$ cat config.mk
export PLATFORM = sky130hd
export DESIGN_NAME = box_motion_ctrl
export DESIGN_NICKNAME = d
export VERILOG_FILES = /design/src/rtl/box_motion_ctrl.sv
export SDC_FILE = /design/constraint.sdc
export NUM_CORES = 1
export LEC_CHECK = 0
export CAP_MARGIN = 25
export CORE_ASPECT_RATIO = 0.75
export CORE_UTILIZATION = 40
export CTS_CLUSTER_DIAMETER = 30
export DETAILED_ROUTE_END_ITERATION = 6
export PLACE_DENSITY_LB_ADDON = 0.2
export SYNTH_ARGS = -nofsm -noshare
export SYNTH_HDL_FRONTEND = slang
export SYNTH_SLANG_ARGS = --single-unit
$ cat constraint.sdc
create_clock -name clk -period 5.65 [get_ports clk]
set_input_delay 0.8475 -clock clk [delete_from_list [all_inputs] [get_ports clk]]
set_output_delay 0.8475 -clock clk [all_outputs]
set_load 0.03 [all_outputs]
$ cat src/rtl/box_motion_ctrl.sv
// Per-frame box origin generator: moves (box_x, box_y) once per vsync assertion and bounces at the raster edges.
// Optional bounce counter port is enabled with `BOX_MOTION_BOUNCE_CNT_EN.
module box_motion_ctrl #(
  parameter int H_RES            = 640,
  parameter int V_RES            = 480,
  parameter int BOX_W            = 64,
  parameter int BOX_H            = 48,
  parameter int X_INIT           = 0,
  parameter int Y_INIT           = 0,
  parameter int STEP_W           = 4,
  parameter int VSYNC_ACTIVE_LOW = 1
) (
  input  logic              clk,
  input  logic              rst,
  input  logic              vsync,
  input  logic              enable,
  input  logic [STEP_W-1:0] step_x,
  input  logic [STEP_W-1:0] step_y,
  output logic [9:0]        box_x,
  output logic [9:0]        box_y,
  output logic              frame_tick,
  output logic              bounce_x,
  output logic              bounce_y
`ifdef BOX_MOTION_BOUNCE_CNT_EN
  ,
  output logic [15:0]       bounce_cnt
`endif
);

  localparam logic [9:0] X_MAX = 10'(H_RES - BOX_W);
  localparam logic [9:0] Y_MAX = 10'(V_RES - BOX_H);
  localparam logic       VS_ON = (VSYNC_ACTIVE_LOW != 0) ? 1'b0 : 1'b1;

  typedef enum logic {DIR_INC = 1'b0, DIR_DEC = 1'b1} dir_e;

  typedef struct packed {
    logic [9:0] pos;
    dir_e       dir;
    logic       bounce;
  } axis_t;

  // One axis move: clamp and reverse at either edge, a zero step never moves or bounces.
  function automatic axis_t axis_step(input logic [9:0] pos, input logic [9:0] step,
                                      input dir_e dir, input logic [9:0] lim);
    axis_t      r;
    logic [10:0] sum;
    r.pos    = pos;
    r.dir    = dir;
    r.bounce = 1'b0;
    sum      = {1'b0, pos} + {1'b0, step};
    if (step != 10'd0) begin
      case (dir)
        DIR_INC: begin
          if (sum >= {1'b0, lim}) begin
            r.pos    = lim;
            r.dir    = DIR_DEC;
            r.bounce = 1'b1;
          end else begin
            r.pos = sum[9:0];
          end
        end
        DIR_DEC: begin
          if (step >= pos) begin
            r.pos    = 10'd0;
            r.dir    = DIR_INC;
            r.bounce = 1'b1;
          end else begin
            r.pos = pos - step;
          end
        end
        default: begin
          r.pos    = pos;
          r.dir    = dir;
          r.bounce = 1'b0;
        end
      endcase
    end else begin
      r.pos    = pos;
      r.dir    = dir;
      r.bounce = 1'b0;
    end
    return r;
  endfunction

  logic       vs_q;
  logic       edge_s;
  logic [9:0] x_q, x_d, y_q, y_d;
  dir_e       dir_x_q, dir_x_d, dir_y_q, dir_y_d;
  logic       tick_q, tick_d;
  logic       bx_q, bx_d, by_q, by_d;
  axis_t      ax_s, ay_s;
`ifdef BOX_MOTION_BOUNCE_CNT_EN
  logic [15:0] bounce_cnt_q, bounce_cnt_d;
`endif

  assign edge_s = (vsync == VS_ON) && (vs_q != VS_ON);

  // Next-state: positions/directions only change on an enabled frame edge.
  always_comb begin
    ax_s    = axis_step(x_q, 10'(step_x), dir_x_q, X_MAX);
    ay_s    = axis_step(y_q, 10'(step_y), dir_y_q, Y_MAX);
    tick_d  = edge_s;
    x_d     = x_q;
    y_d     = y_q;
    dir_x_d = dir_x_q;
    dir_y_d = dir_y_q;
    bx_d    = 1'b0;
    by_d    = 1'b0;
    if (edge_s && enable) begin
      x_d     = ax_s.pos;
      y_d     = ay_s.pos;
      dir_x_d = ax_s.dir;
      dir_y_d = ay_s.dir;
      bx_d    = ax_s.bounce;
      by_d    = ay_s.bounce;
    end else begin
      x_d     = x_q;
      y_d     = y_q;
      dir_x_d = dir_x_q;
      dir_y_d = dir_y_q;
      bx_d    = 1'b0;
      by_d    = 1'b0;
    end
`ifdef BOX_MOTION_BOUNCE_CNT_EN
    if (bx_d || by_d) begin
      bounce_cnt_d = bounce_cnt_q + 16'd1;
    end else begin
      bounce_cnt_d = bounce_cnt_q;
    end
`endif
  end

  // State and registered outputs; vs_q resets to the asserted level to suppress a tick at release.
  always_ff @(posedge clk) begin
    if (rst) begin
      vs_q    <= VS_ON;
      x_q     <= 10'(X_INIT);
      y_q     <= 10'(Y_INIT);
      dir_x_q <= DIR_INC;
      dir_y_q <= DIR_INC;
      tick_q  <= 1'b0;
      bx_q    <= 1'b0;
      by_q    <= 1'b0;
`ifdef BOX_MOTION_BOUNCE_CNT_EN
      bounce_cnt_q <= 16'd0;
`endif
    end else begin
      vs_q    <= vsync;
      x_q     <= x_d;
      y_q     <= y_d;
      dir_x_q <= dir_x_d;
      dir_y_q <= dir_y_d;
      tick_q  <= tick_d;
      bx_q    <= bx_d;
      by_q    <= by_d;
`ifdef BOX_MOTION_BOUNCE_CNT_EN
      bounce_cnt_q <= bounce_cnt_d;
`endif
    end
  end

  assign box_x      = x_q;
  assign box_y      = y_q;
  assign frame_tick = tick_q;
  assign bounce_x   = bx_q;
  assign bounce_y   = by_q;
`ifdef BOX_MOTION_BOUNCE_CNT_EN
  assign bounce_cnt = bounce_cnt_q;
`endif

endmodule
==> results of run 1 <==
-- layout by cell type (no fill, tap or decap), drive strengths merged, types with 4 or more instances in the layout --
master	instances
a2111oi	4
a21oi	25
a31oi	7
and3	4
clkdlybuf4s50	34
dfxtp	26
fa	4
ha	16
inv	23
mux2i	5
nand2	13
nand2b	5
nand3	8
nor2	28
nor2b	6
nor3	11
nor4	7
o211ai	5
o21a	5
o21ai	19
or3	5
xnor2	7
xor2	4
-- layout make-up --
type                    instances  area share, %
clock inverters                 1           1.06
repair buffers                 35           12.2
well taps                      78           3.43
flip-flops and latches         26           18.3
clock buffers                   3           1.45
multi-input cells             245           60.5
inverters                      23           3.04
-- flip-flops by register name, indices dropped and copies added, names as in the netlist --
signal / cells
bounce_x: 1
bounce_y: 1
box_x: 10
box_y: 10
dir_x_q: 1
dir_y_q: 1
frame_tick: 1
vs_q: 1
-- routing by layer --
metal  part of all wire, %  GRT usage (%)  vias up
li1                      -              -     1196
met1                    51           32.9     1100
met2                    39           28.2       99
met3                   8.4           4.17        4
met4                  0.83           4.17        0
met5                     0              0        -
-- power breakdown --
part           internal [W]  switching, W
logic             0.0000378     0.0000535
clock network     0.0000949     0.0000621
registers          0.000186    0.00000481
-- metrics by stage --
step	setup slack (ns)	total power (W)	area (um^2)	instances	hold slack [ns]
2_1_floorplan	2.46	0.000258	2420	316	0.463
3_3_place_gp	1.75	0.000285	2770	407	0.481
3_5_place_dp	1.62	0.000285	2770	407	0.484
4_1_cts	1.91	0.000445	2840	411	0.495
5_1_grt	1.62	0.000463	2840	411	0.521
6_report	1.86	0.000439	2840	411	0.490
-- cell families after synthesis --
kind of cell / Yosys count / share of synthesized area [%]
AOI/OAI and AO/OA: 105 / 30.4
and+or+nand+nor: 103 / 22.5
buffers and inverters: 45 / 7.49
DFF: 26 / 21.5
adders and majority gates: 20 / 11.6
xor gates and xnor gates: 11 / 3.98
muxes: 6 / 2.53
-- worst min-delay path by stage --
stage,endpoint,from,cells past startpoint,slack [ns]
after floorplan,frame_tick$_SDFF_PP0_,vs_q$_SDFF_PP0_,1,0.46
after global placement,frame_tick$_SDFF_PP0_,vs_q$_SDFF_PP0_,1,0.48
after detailed placement,frame_tick$_SDFF_PP0_,vs_q$_SDFF_PP0_,1,0.48
after CTS,frame_tick$_SDFF_PP0_,vs_q$_SDFF_PP0_,1,0.49
after global routing,frame_tick$_SDFF_PP0_,vs_q$_SDFF_PP0_,1,0.52
final,frame_tick$_SDFF_PP0_,vs_q$_SDFF_PP0_,1,0.49
==> results by group, run 1 <==
Outcome
  – Status: completed

Yosys
  – Synth Cell Area: 2420 um^2
  – Post-Syn Instances: 316
  – Post-synth top cells: 28 x nor2_1, 26 x dfxtp_1, 25 x a21oi_1
  – Post-synth EDFFs: 0
  – Area leader, netlist: dfxtp_1
  – Top FF cell, synth: dfxtp_1
  – Largest cells by area after synthesis: dfxtp_1 21%, ha_1 8.3%, a21oi_1 5.2%, nor2_1 4.3%, o21ai_0 3.9%
  – Register area share after synthesis: 21.5%
  – Ys Warns: 0
  – Mapped Avg Cell Area: 7.67 um^2
  – Post-synthesis cell type count: 65
  – Top-count cell post-synth: nor2_1
  – Post-synthesis async set-or-reset flop share: 0%
  – Synthesized Nets: 348
  – Top cell type's share of synthesized area: 21.5%
  – Synth Register Bits: 26

Clock tree
  – CTS resizes: 0
  – CTS hold repair buffers: 0
  – CTS tree: done
  – Clk_lat worst skew: 0.28 ns
  – Clk sink count: 26
  – TritonCTS Buffers: 3
  – Root buffer cell: clkbuf_8
  – Buffers inserted by post-CTS timing repair: 0
  – Clock Path Buffers: 2
  – H-tree depth: 1
  – Clock transition at path regs: 0.10 ns

GRT
  – GRT overflow: 0
  – First-pass GRT wire length: 10.6 mm
  – Maximum number of pins on one net before global-route repair: 21
  – Number of global-route vias before repair: 2104
  – Initial antenna violation count: 0
  – Tot GR Track Use: 20.7%

Power
  – Pwr dens: 154 nW/um^2
  – LEAKAGE: 1.14 nW
  – Peak supply drop: 0.0000941 V

Final layout
  – Final Net Count: 366
  – # fillers: 587
  – P&R area growth vs syn: 17.4%
  – Core Util, Final: 48.8%
  – Area of the multi-input gates: 1720 um^2
  – Area occupied by registers: 520 um^2
  – Diode count: 0
  – Proportion of layout cells with a drive suffix above 1: 3.90%

Worst setup path
  – Worst setup EP type: register
  – CP bufs+invs: 1
  – Worst path depth: 10
  – Largest delay share family, worst path: compound AO/OA/AOI/OAI gates
  – Crit path capture: box_x[5]$_SDFFE_PP0P_
  – Worst stage delay on the critical path: 0.59 ns
  – Critical R2R Launch: box_x[0]$_SDFFE_PP0P_
  – Crit Path Category: in -> reg
  – Reg2Reg Depth: 9
  – CP Data Required Time: 5.84 ns
  – Worst Setup SP: step_x[0]
  – Critical path's slowest cell: or4_1
  – Ordered list of cells on the worst path: clkdlybuf4s50_1 -> ha_1 -> fa_1 -> nor2b_1 -> o21ai_0 -> a21boi_0 -> o41ai_1 -> a32oi_1 -> or4_1 -> a21oi_1
  – Worst r2r dst: box_x[5]$_SDFFE_PP0P_
  – Reg2Reg Setup Slack: 2.57 ns
  – Crit path max fanout: 10
  – CP Launch Type: input port
  – WP data arrival: 3.98 ns

Placed design
  – PortBufs: 34
  – Hpwl dp: 4.70 mm
  – GPL Wtd Cong: 0.887

Timing
  – Worst slew pin tran: 1.02 ns
  – Setup TNS Final: 0 ns
  – Max-slew violation count: 0
  – Worst Clk Skew: 0.00966 ns
  – RSZ-0062 raised after global routing: no
  – Final min period: 3.79 ns
  – Setup violators final: 0
  – Maximum clock frequency: 0.264 GHz
  – Final cycle utilization of the critical path: 67.1%
  – Max_slew headroom: 31.9%
  – Hold Fails Final Rpt: 0

Run
  – Max Cap Violations: 0

Die
  – Core Box Area: 5830 um^2
  – Num rows: 24
  – Die Y-Extent: 69.4 um
  – Starting Density: 41.6%
  – Die width: 91.9 um
  – Die Area: 6370 um^2
  – Io pins: 35

Route
  – Vias/cell: 5.84
  – Routed via count: 2399
  – DRC: 0
  – Final ANT Viol Nets: 0
  – WL per Instance: 15.5 um
  – Final WL: 6.36 mm
  – Drt pass-1 iters: 4
  – Initial DRC Count: 192

Min path
  – Hold WC Path Type: reg -> reg
No activity file was read; power rests on OpenSTA's default activity.
==> run 2, diff against run 1 <==
==> constraint.sdc (replaced) <==
create_clock -name clk -period 3.85 [get_ports clk]
set_input_delay 0.5775 -clock clk [delete_from_list [all_inputs] [get_ports clk]]
set_output_delay 0.5775 -clock clk [all_outputs]
set_load 0.03 [all_outputs]
==> results by group, run 2 (synthesized netlist as in run 1, its figures left out) <==
GRT
  – GRT overflow: 0 (unchanged)
  – Number of global-route vias before repair: 2222 (was 2104)
  – Maximum number of pins on one net before global-route repair: 21 (unchanged)
  – Tot GR Track Use: 21.3% (was 20.7%)
  – Initial antenna violation count: 0 (unchanged)
  – First-pass GRT wire length: 11.1 mm (was 10.6 mm)

Route
  – Initial DRC Count: 149 (was 192)
  – Drt pass-1 iters: 4 (unchanged)
  – Routed via count: 2481 (was 2399)
  – WL per Instance: 15.9 um (was 15.5 um)
  – Vias/cell: 5.96 (was 5.84)
  – Max Used Layer: met4 (unchanged)
  – DR WL met3: 404 um (was 535 um)
  – DRC: 0 (unchanged)
  – Wl on met1: 3.47 mm (was 3.26 mm)
  – Metal2 WL: 2.68 mm (was 2.51 mm)
  – Final WL: 6.62 mm (was 6.36 mm)
  – Final ANT Viol Nets: 0 (unchanged)

Final layout
  – Core Util, Final: 49.2% (was 48.8%)
  – # fillers: 586 (was 587)
  – Most frequent cells in the layout: 34 x clkdlybuf4s50_1, 28 x nor2_1, 26 x dfxtp_1, 25 x a21oi_1, 23 x inv_1 (unchanged)
  – Proportion of layout cells with a drive suffix above 1: 5.33% (was 3.90%)
  – Commonest non-fill, non-tap cell in the layout: clkdlybuf4s50_1 (unchanged)
  – Final Net Count: 371 (was 366)
  – Diode count: 0 (unchanged)
  – P&R area growth vs syn: 18.3% (was 17.4%)
  – Final Cell Area: 2870 um^2 (was 2840 um^2)

Worst setup path
  – WP data arrival: 3.72 ns (was 3.98 ns)
  – Reg2Reg Depth: 9 (unchanged)
  – CP Launch Type: input port (unchanged)
  – CP bufs+invs: 1 (unchanged)
  – Worst r2r dst: box_x[5]$_SDFFE_PP0P_ (unchanged)
  – Critical path's slowest cell: or4_1 (unchanged)
  – Critical R2R Launch: box_x[0]$_SDFFE_PP0P_ (unchanged)
  – Worst stage delay on the critical path: 0.59 ns (about the same)
  – Crit Path Category: in -> reg (unchanged)
  – CP Data Required Time: 4.07 ns (was 5.84 ns)
  – Largest delay share family, worst path: compound AO/OA/AOI/OAI gates (unchanged)
  – Ordered list of cells on the worst path: clkdlybuf4s50_1 -> ha_1 -> fa_1 -> nor2b_1 -> o21ai_0 -> a21boi_0 -> o41ai_1 -> a32oi_1 -> or4_1 -> a21oi_1 (unchanged)
  – Worst setup EP type: register (unchanged)
  – Reg2Reg Setup Slack: 0.78 ns (was 2.57 ns)
  – Crit path max fanout: 10 (unchanged)

Placed design
  – GPL Wtd Cong: 0.880 (was 0.887)
  – Dpl ws: 0.124 ns (was 1.62 ns)
  – PortBufs: 34 (unchanged)
  – Hpwl dp: 4.98 mm (was 4.70 mm)
  – Placed inst area: 2810 um^2 (was 2770 um^2)

Timing
  – Worst slew pin tran: 0.970 ns (was 1.02 ns)
  – Slack of the critical path: 0.350 ns (was 1.86 ns)
  – Max_slew headroom: 35.4% (was 31.9%)
  – Max-slew violation count: 0 (unchanged)
  – Hold Fails Final Rpt: 0 (unchanged)
  – Worst Clk Skew: 0.00209 ns (was 0.00966 ns)
  – RSZ-0062 raised after global routing: no (unchanged)
  – Maximum clock frequency: 0.286 GHz
  – Setup violators final: 0 (unchanged)
  – Setup TNS Final: 0 ns (unchanged)
  – Final min period: 3.50 ns
  – Final cycle utilization of the critical path: 90.9%

Clock tree
  – Clock transition at path regs: 0.09 ns (was 0.10 ns)
  – H-tree depth: 1 (unchanged)
  – CTS hold repair buffers: 0 (unchanged)
  – Clk sink count: 26 (unchanged)
  – TritonCTS Buffers: 3 (unchanged)
  – Clk_lat worst skew: 0.28 ns (about the same)
  – Root buffer cell: clkbuf_8 (unchanged)
  – CTS resizes: 0 (unchanged)
  – Clock Path Buffers: 2 (unchanged)
  – Buffers inserted by post-CTS timing repair: 0 (unchanged)
  – CTS tree: done (unchanged)

Power
  – Peak supply drop: 0.000139 V (was 0.0000941 V)
  – Clock power frac: 30.7% (was 35.7%)
  – Cell Int Power: 0.000423 W (was 0.000319 W)
  – Pwr Total: 0.000605 W (was 0.000439 W)
  – Pwr dens: 211 nW/um^2 (was 154 nW/um^2)
  – Gate power share: 22.9% (was 20.8%)
  – Seq pwr share: 46.4% (was 43.5%)
  – Sw Ratio: 30.0% (was 27.4%)
  – Sw Pwr: 0.000182 W (was 0.000120 W)
  – LEAKAGE: 1.16 nW (was 1.14 nW)

Die
  – Io pins: 35 (unchanged)
  – Die Y-Extent: 69.4 um (unchanged)
  – Core Box Area: 5830 um^2 (unchanged)
  – Starting Density: 41.6% (unchanged)
  – Num rows: 24 (unchanged)
  – Die Area: 6370 um^2 (unchanged)
  – Die width: 91.9 um (unchanged)

Outcome
  – Status: completed (unchanged)

Min path
  – Hold WC Path Type: reg -> reg (unchanged)
  – Hold EP: frame_tick$_SDFF_PP0_ (unchanged)
  – Min-delay src: vs_q$_SDFF_PP0_ (unchanged)
  – Hold depth: 1 (unchanged)

Run
  – Max Cap Violations: 0 (unchanged)
-- run 2: cell count changes in the layout (fill, tap and decap cells not counted), sizes merged --
cell | previous run | this run
bufinv | 1 | 0
buf | 1 | 6
clkbuf | 3 | 4
-- run 2: how the worst max path moves through the flow --
stage	start	to	depth (start not counted)
floorplan	step_y[0]	box_y[3]$_SDFFE_PP0P_	10
global placement	step_x[0]	box_x[5]$_SDFFE_PP0P_	10
detailed placement	step_x[0]	box_x[5]$_SDFFE_PP0P_	10
CTS	step_x[0]	box_x[5]$_SDFFE_PP0P_	10
global route	step_x[0]	box_x[5]$_SDFFE_PP0P_	10
finish	step_x[0]	box_x[5]$_SDFFE_PP0P_	10
-- run 2: through the flow --
stage / hold slack, ns / std cells
final: 0.502 / 416
after global routing: 0.521 / 416
after CTS: 0.501 / 416
after detailed placement: 0.482 / 412
after global placement: 0.481 / 412
after floorplan: 0.463 / 316
-- run 2: per-layer routing --
metal / global-route usage (%) / vias up
li1: - / 1213
met1: 33.9 / 1168
met2: 29.5 / 92
met3: 3.73 / 8
met4: 4.34 / 0
met5: 0 / -
-- run 2: cell type report --
type	instances	area (um^2)	share of cell area, %
Tap cell	78	97.6	3.41
Inverter	23	86.3	3.01
Timing Repair Buffer	40	385	13.4
Sequential cell	26	520	18.2
Clock buffer	4	55.1	1.92
Multi-Input combinational cell	245	1720	60.0
-- run 2: worst register-to-register path, delay by kind of cell, from the launching register on --
kind	cells	cell delay, ns
compound gates	5	1.27
fa+ha+maj	2	0.63
flops	1	0.35
simple gates	2	0.76
-- run 2: power groups by stage --
stage	sequential (W)	combinational, W	clock (W)
floorplan	0.000291	0.0000867	0
global placement	0.000287	0.000136	0
detailed placement	0.000287	0.000137	0
CTS	0.000281	0.000138	0.000192
global route	0.000282	0.000153	0.000199
finish	0.000280	0.000139	0.000186
